`src/rtl/vector_mac_sequencer.sv`:
```
// rtl/vector_mac_sequencer.sv - Tile sequencer driving a K-step per-lane MAC accumulation
module vector_mac_sequencer #(
  parameter int REG_WIDTH = 16,
  parameter int VECTOR    = 8,
  parameter int ACC_WIDTH = 2*REG_WIDTH,
  parameter int K_WIDTH   = 8,
  parameter int MAC_LAT   = 0
) (
  input  logic                          clk,
  input  logic                          rst,
  input  logic                          in_valid,
  output logic                          in_ready,
  input  logic [VECTOR*REG_WIDTH-1:0]   in_a,
  input  logic [VECTOR*REG_WIDTH-1:0]   in_b,
  input  logic [K_WIDTH-1:0]            k_len,
  output logic [VECTOR*REG_WIDTH-1:0]   mac_a,
  output logic [VECTOR*REG_WIDTH-1:0]   mac_b,
  output logic [VECTOR*ACC_WIDTH-1:0]   mac_c,
  input  logic [VECTOR*ACC_WIDTH-1:0]   mac_res,
  output logic                          out_valid,
  input  logic                          out_ready,
  output logic [VECTOR*ACC_WIDTH-1:0]   out_data,
  output logic                          busy
);

  localparam int LAT_W = (MAC_LAT > 0) ? $clog2(MAC_LAT + 1) : 1;

  typedef enum logic [1:0] {IDLE, EXEC, FETCH, OUT} state_t;

  state_t               state;
  logic [K_WIDTH-1:0]   step_cnt;
  logic [K_WIDTH-1:0]   k_reg;
  logic [LAT_W-1:0]     lat_cnt;

  // mac_a/mac_b double as the operand registers and mac_c as the accumulator:
  // mac_c is zeroed on the first step of a tile and loaded with mac_res after every step.
  always_ff @(posedge clk) begin
    if (rst) begin
      state     <= IDLE;
      mac_a     <= '0;
      mac_b     <= '0;
      mac_c     <= '0;
      out_data  <= '0;
      step_cnt  <= '0;
      k_reg     <= '0;
      lat_cnt   <= '0;
      in_ready  <= 1'b1;
      out_valid <= 1'b0;
      busy      <= 1'b0;
    end else begin
      case (state)
        IDLE: begin
          if (in_valid) begin
            mac_a    <= in_a;
            mac_b    <= in_b;
            mac_c    <= '0;
            k_reg    <= (k_len == '0) ? K_WIDTH'(1) : k_len;
            step_cnt <= '0;
            lat_cnt  <= '0;
            in_ready <= 1'b0;
            busy     <= 1'b1;
            state    <= EXEC;
          end
        end
        EXEC: begin
          lat_cnt <= lat_cnt + LAT_W'(1);
          if (lat_cnt == LAT_W'(MAC_LAT)) begin
            mac_c    <= mac_res;
            step_cnt <= step_cnt + K_WIDTH'(1);
            if (step_cnt == k_reg - K_WIDTH'(1)) begin
              out_data  <= mac_res;
              out_valid <= 1'b1;
              state     <= OUT;
            end else begin
              in_ready <= 1'b1;
              state    <= FETCH;
            end
          end
        end
        FETCH: begin
          if (in_valid) begin
            mac_a    <= in_a;
            mac_b    <= in_b;
            lat_cnt  <= '0;
            in_ready <= 1'b0;
            state    <= EXEC;
          end
        end
        OUT: begin
          if (out_ready) begin
            out_valid <= 1'b0;
            in_ready  <= 1'b1;
            busy      <= 1'b0;
            state     <= IDLE;
          end
        end
        default: state <= IDLE;
      endcase
    end
  end

endmodule

```
`config.mk`:
```
export PLATFORM = sky130hd
export DESIGN_NAME = vector_mac_sequencer
export DESIGN_NICKNAME = d
export VERILOG_FILES = /design/src/rtl/vector_mac_sequencer.sv
export SDC_FILE = /design/constraint.sdc
export NUM_CORES = 1
export LEC_CHECK = 0
export ABC_AREA = 1
export BUFFER_PORTS_ARGS = -buffer_cell sky130_fd_sc_hd__buf_2
export CORE_AREA = 5 5 496 498
export DETAILED_ROUTE_END_ITERATION = 12
export DIE_AREA = 0 0 501 503
export HOLD_SLACK_MARGIN = 0.05
export MAX_ROUTING_LAYER = met4
export SLEW_MARGIN = 15
export SYNTH_ARGS = -nofsm -noshare
export SYNTH_HDL_FRONTEND = slang
export SYNTH_SLANG_ARGS = --single-unit
```
`constraint.sdc`:
```
create_clock -name clk -period 5.55 [get_ports clk]
set_input_delay 0 -clock clk [delete_from_list [all_inputs] [get_ports clk]]
set_output_delay 0 -clock clk [all_outputs]
set_load 0.02 [all_outputs]
```
# == Word level (Yosys, flattened, before mapping) ==
# Cells that the tools add are included.
# totals
output_inout_bits,771
input_bits,524
reg_bits,790
elab_cells,65
# classes
eq_ne,10
bitwise_logic,1
addsub,3
muxes,24
reduce_logical,16
# ops
cell,n
two-way mux 256 bit,2
one-hot mux 256 bit (2 select lines),1
two-way mux 8 bit,3
one-hot mux 8 bit (2 select lines),1
AND reduction 3 bit,4
!= test 2 bit (second input constant),5
two-way mux 1 bit,9
adder 8 x 1 -> 8 bit (second input constant),1
== test 8 bit,1
zero test 8 bit,1
AND reduction 4 bit,2
nonzero test 2 bit,4
subtractor 8 x 1 -> 8 bit (second input constant),1
two-way mux 2 bit,3
one-hot mux 1 bit (2 select lines),3
one-hot mux 2 bit (3 select lines),1
AND reduction 2 bit,3
== test 2 bit (second input constant),2
one-hot mux 1 bit (3 select lines),1
== test 2 x 1 -> 1 bit (second input constant),1
zero test 2 bit,1
!= test 2 x 1 -> 1 bit (second input constant),1
OR reduction 2 bit,1
adder 1 bit (second input constant),1
NOT 1 bit,1

# == Depth between registers and ports, before layout ==
# logic_depth
ltp_word,5
mapped_depth,16
depth_no_buf,13

# == Worst setup path after synthesis ==
# Ideal clock, no wire load.
# synth_path
path_kind,reg-to-reg
from,register k_reg[0]
to,register out_data[156]
synth_period_minus_slack_ns,1.928
setup_ns,0.113
slack_ns,3.622
path_buffers,3
required_time_ns,5.437
stages_incl_launch_ff,16
arrival_time_ns,1.815
path_cell_list,dfxtp_1 -> inv_1 -> ha_1 -> inv_1 -> nand2_1 -> nand2_1 -> nand3_1 -> nor2_1 -> nand2_1 -> nor2_2 -> nand3_1 -> buf_4 -> buf_4 -> buf_4 -> nor2_1 -> nor2_1
# synth_via
elab_chain_len,3
# synth_rtl
item,line,text
"start, declared",32,logic [K_WIDTH-1:0] k_reg;
"start signal, assigned",57,k_reg <= (k_len == '0) ? K_WIDTH'(1) : k_len;
subtractor 8 x 1 -> 8 bit,70,if (step_cnt == k_reg - K_WIDTH'(1)) begin
== test 8 bit,70,
AND reduction 3 bit (no source line),-,
"end signal, assigned",71,out_data <= mac_res;
"end, declared",22,"output logic [VECTOR*ACC_WIDTH-1:0] out_data,"
# No other way between the ends.
# A chain may end at the register's enable or synchronous reset.

# == Worst setup path after layout ==
# layout_path
from,register state[0]
to,register mac_c[33]
# layout_via
elab_chain_len,3
word_cells_on_any_way,7
classes_between,eq/ne: 3; mux: 1; reduce/logical: 3
# layout_rtl
item,line,text
"start, declared",30,state_t state;
"start signal, assigned",39,state <= IDLE;
"start signal, assigned",62,state <= EXEC;
"start signal, assigned",73,state <= OUT;
== test 2 x 1 -> 1 bit or zero test 2 bit (tied branches),51,case (state)
!= test 2 bit (no source line) or nonzero test 2 bit (tied branches),-,
AND reduction 3 bit (no source line),-,
"end signal, assigned",68,mac_c <= mac_res;
"end, declared",18,"output logic [VECTOR*ACC_WIDTH-1:0] mac_c,"
# Parallel ways exist; a longest one is shown, timed or not.

==> out/qor.yml <==
run_status: "finished clean"
finalWirelength_um: 189000
setup_slack_ns: 2.10
top_level_ports: 1295
worst-slew-pin-transition_ns: 1.01
die-area_um2: 252000
initial_core_util: 0.122
power_frac_seq: 0.401
synth_most_common_cell: "nor2_1"
nets: 6667
dp.final_hpwl_um: 139000
final-setup-viol-count: 0
power_density_of_the_placed_cells_nw_per_um2: 303
setup.worst_path.start_class: "flop"
nFillCells: 26300
global_route_layer_with_the_greatest_usage: "met2"
cts_buffers: 93
layout_top_registers: "mac_c (256), out_data (256)"
via_count_of_the_first_global_routing_pass: 34300
grt_first_pass_wirelength_um: 255000
ys_ff_latch: 790
post_route_skew_ns: 0.0518
critPathMaxFanout: 115
worstHoldPathType: "in -> reg"
antenna_violating_nets_post_route: 0
cellInternalPower_mw: 10.8
synth_edf_count: 0
clock_latency_ns: 0.74
netlist_area_before_placement_um2: 29500
timing.hold.worst.start: "mac_res[146]"
buffer_ports.inserted: 1294
power.ir.vdd_worst_uv: 245
regToRegStartpoint: "state[0]$_SDFFE_PP0P_"
synth_largest_type_area_fraction: 0.536
dieWidth_um: 501
capturing_point_of_the_worst_reg2reg_path: "mac_c[33]$_SDFFE_PP0P_"
ys.warnings.count: 0
endpoint_kind: "flop"
cts_max_path_buffers: 3
number_of_cells_on_the_worst_hold_path: 4
netlist_instances: 4052
worstHoldEndpoint: "out_data[146]$_SDFFE_PP0P_"
post-cts-setup-buffer-count: 0
report.final.slew_viol_count: 0
cts_max_level: 3
timing.fmax_ghz: 0.290
area_growth_pct: 75.3
rsz0062_at_grt: "no"
slew_headroom: 0.328
met2_usage: 0.225
floorplan.die.height_um: 503
avgViaCountPerCell: 3.73
drc: 0
clock_pin_slew_reported_for_the_worst_setup_and_hold_paths_after_clock_tree_synthesis_ns: 0.06
antenna_found_initial: 43
synth.yosys.seq_area_share: 0.536
finalWorstPathRequiredPeriod_ns: 3.45
synthesized_netlist_net_count: 4578
final_layout_size_suffix_gt1_frac: 0.239
setup_total_negative_slack_ns: 0
switching_power_mw: 4.87
detail_route.first_pass.iterations: 7
cts_tree: "yes"
synth_common_cells: "nor2_1 (1303), dfxtp_1 (790), nand2_1 (556)"
worst_r2r_path_depth: 8
place_congestion: 0.867
synthesis.area_per_instance_um2: 7.28
async_flop_share: 0
period_share: 0.622
netlist-cell-type-count: 25
post_drt_wl_per_cell_um: 20.0
route.vias.total: 35200
grt_overflow: 0
global_route.usage.met3: 0.0496
drt_first_iter_violations: 3684
grt_use_total: 0.145
cellLeakagePower_nw: 25.0
root_driver: "clkbuf_16"
synthTopCellsByArea: "dfxtp_1 (54%), nor2_1 (17%), o21ai_0 (8.9%), nand2_1 (7.1%), a21oi_1 (4.6%)"
comb_power_share: 0.194
timing.reg2reg.setup_slack_ns: 2.10
grt_use_met1: 0.163
worst-endpoint-arrival_ns: 4.12
row_count: 181
maximum_number_of_pins_on_one_net_before_global_route_repair: 228
power_frac_clock: 0.406
cts.sinks: 790
dp_slack_ns: 2.10
yosys_top_cell_by_area: "dfxtp_1"
sw_frac_of_total: 0.311
finalHoldViolations: 0
worst-setup-path-type: "reg -> reg"
maxCapViolCount: 0
core-area_um2: 242000
leading_register_cell_type_out_of_synthesis: "dfxtp_1"
cp.required_ns: 6.22
-- cell usage in the layout (no fill, tap or decap), types with 11 or more instances in the layout --
cell	Yosys	layout
dlygate4sd3_1	0	951
buf_4	4	24
buf_2	52	1294
clkinv_2	0	11
o21ai_0	523	523
dfxtp_1	790	790
inv_1	277	277
nand3_1	13	12
clkbuf_16	0	94
nor2_1	1303	1302
clkbuf_1	189	22
clkbuf_8	0	15
diode_2	0	34
nand2_1	556	556
a21oi_1	272	272
-- power groups by stage --
| stage | logic (mW) | clock network [mW] | registers (mW) |
|---|---|---|---|
| global route | 3.25 | 6.78 | 6.31 |
| finish | 3.03 | 6.36 | 6.28 |
| floorplan | 0.837 | 0 | 6.85 |
| detailed placement | 2.45 | 0 | 6.37 |
| global placement | 2.45 | 0 | 6.37 |
| CTS | 3.01 | 6.56 | 6.26 |
-- final cells by class --
| class | instances | area (um2) | share of cell area |
|---|---|---|---|
| Timing Repair Buffer | 2278 | 16400 | 0.316 |
| Sequential cell | 790 | 15800 | 0.306 |
| Multi-Input combinational cell | 2695 | 11300 | 0.218 |
| Tap cell | 3202 | 4010 | 0.0775 |
| Clock buffer | 131 | 2640 | 0.0511 |
| Inverter | 283 | 1080 | 0.0210 |
| Clock inverter | 38 | 474 | 0.00917 |
| Antenna cell | 34 | 85.1 | 0.00165 |
-- worst max-delay path, stage by stage, from the launching register on --
cell     delay [ns]
dfxtp_1        0.44
nor2_4         0.07
nand2_2        0.29
nand2_8        0.42
inv_8          0.65
buf_4          0.59
buf_4          0.44
a21oi_1        0.10
nor2_1         0.13
-- cell families after synthesis --
kind of cell / count (synthesis) / synth area share
fa+ha+maj: 2 / 0.000848
compound gates: 800 / 0.136
flops: 790 / 0.536
xor+xnor: 6 / 0.00178
simple gates: 1887 / 0.242
buf+inv: 567 / 0.0835
-- layer usage --
layer / wire (um) / up-vias / part of all wire
met5: 0 / - / 0
met4: 11500 / 0 / 0.061
met3: 19300 / 406 / 0.10
met2: 84300 / 1766 / 0.45
met1: 73700 / 16200 / 0.39
li1: - / 16800 / -
-- worst max-delay path by stage --
| stage | from | end | slack, ns | cells past startpoint |
|---|---|---|---|---|
| 2_1_floorplan | k_reg[0]$_SDFFE_PP0P_ | out_data[156]$_SDFFE_PP0P_ | 3.62 | 15 |
| 3_3_place_gp | state[0]$_SDFFE_PP0P_ | mac_c[51]$_SDFFE_PP0P_ | 2.11 | 8 |
| 3_5_place_dp | state[0]$_SDFFE_PP0P_ | mac_c[33]$_SDFFE_PP0P_ | 2.10 | 8 |
| 4_1_cts | state[0]$_SDFFE_PP0P_ | mac_c[33]$_SDFFE_PP0P_ | 2.10 | 8 |
| 5_1_grt | state[0]$_SDFFE_PP0P_ | mac_c[33]$_SDFFE_PP0P_ | 1.82 | 8 |
| 6_report | state[0]$_SDFFE_PP0P_ | mac_c[33]$_SDFFE_PP0P_ | 2.10 | 8 |
-- per-stage QoR --
stage | total power [mW] | cells | hold WS (ns) | utilization | instance area (um2)
3_3_place_gp | 8.82 | 8297 | 0.221 | 0.161 | 39000
2_1_floorplan | 7.69 | 4052 | 0.0691 | - | 29500
4_1_cts | 15.8 | 9417 | 0.0501 | 0.214 | 51600
5_1_grt | 16.3 | 9446 | 0.0646 | 0.214 | 51700
6_report | 15.7 | 9451 | 0.131 | 0.214 | 51700
3_5_place_dp | 8.82 | 8297 | 0.227 | 0.161 | 39000
-- what timing repair did --
| action | in CTS | in global routing |
|---|---|---|
| endpoints found under the hold margin | 785 | 0 |
| hold buffers | 951 | 0 |
| gates resized for setup | 0 | 0 |
(Power assumes the default switching activity.)
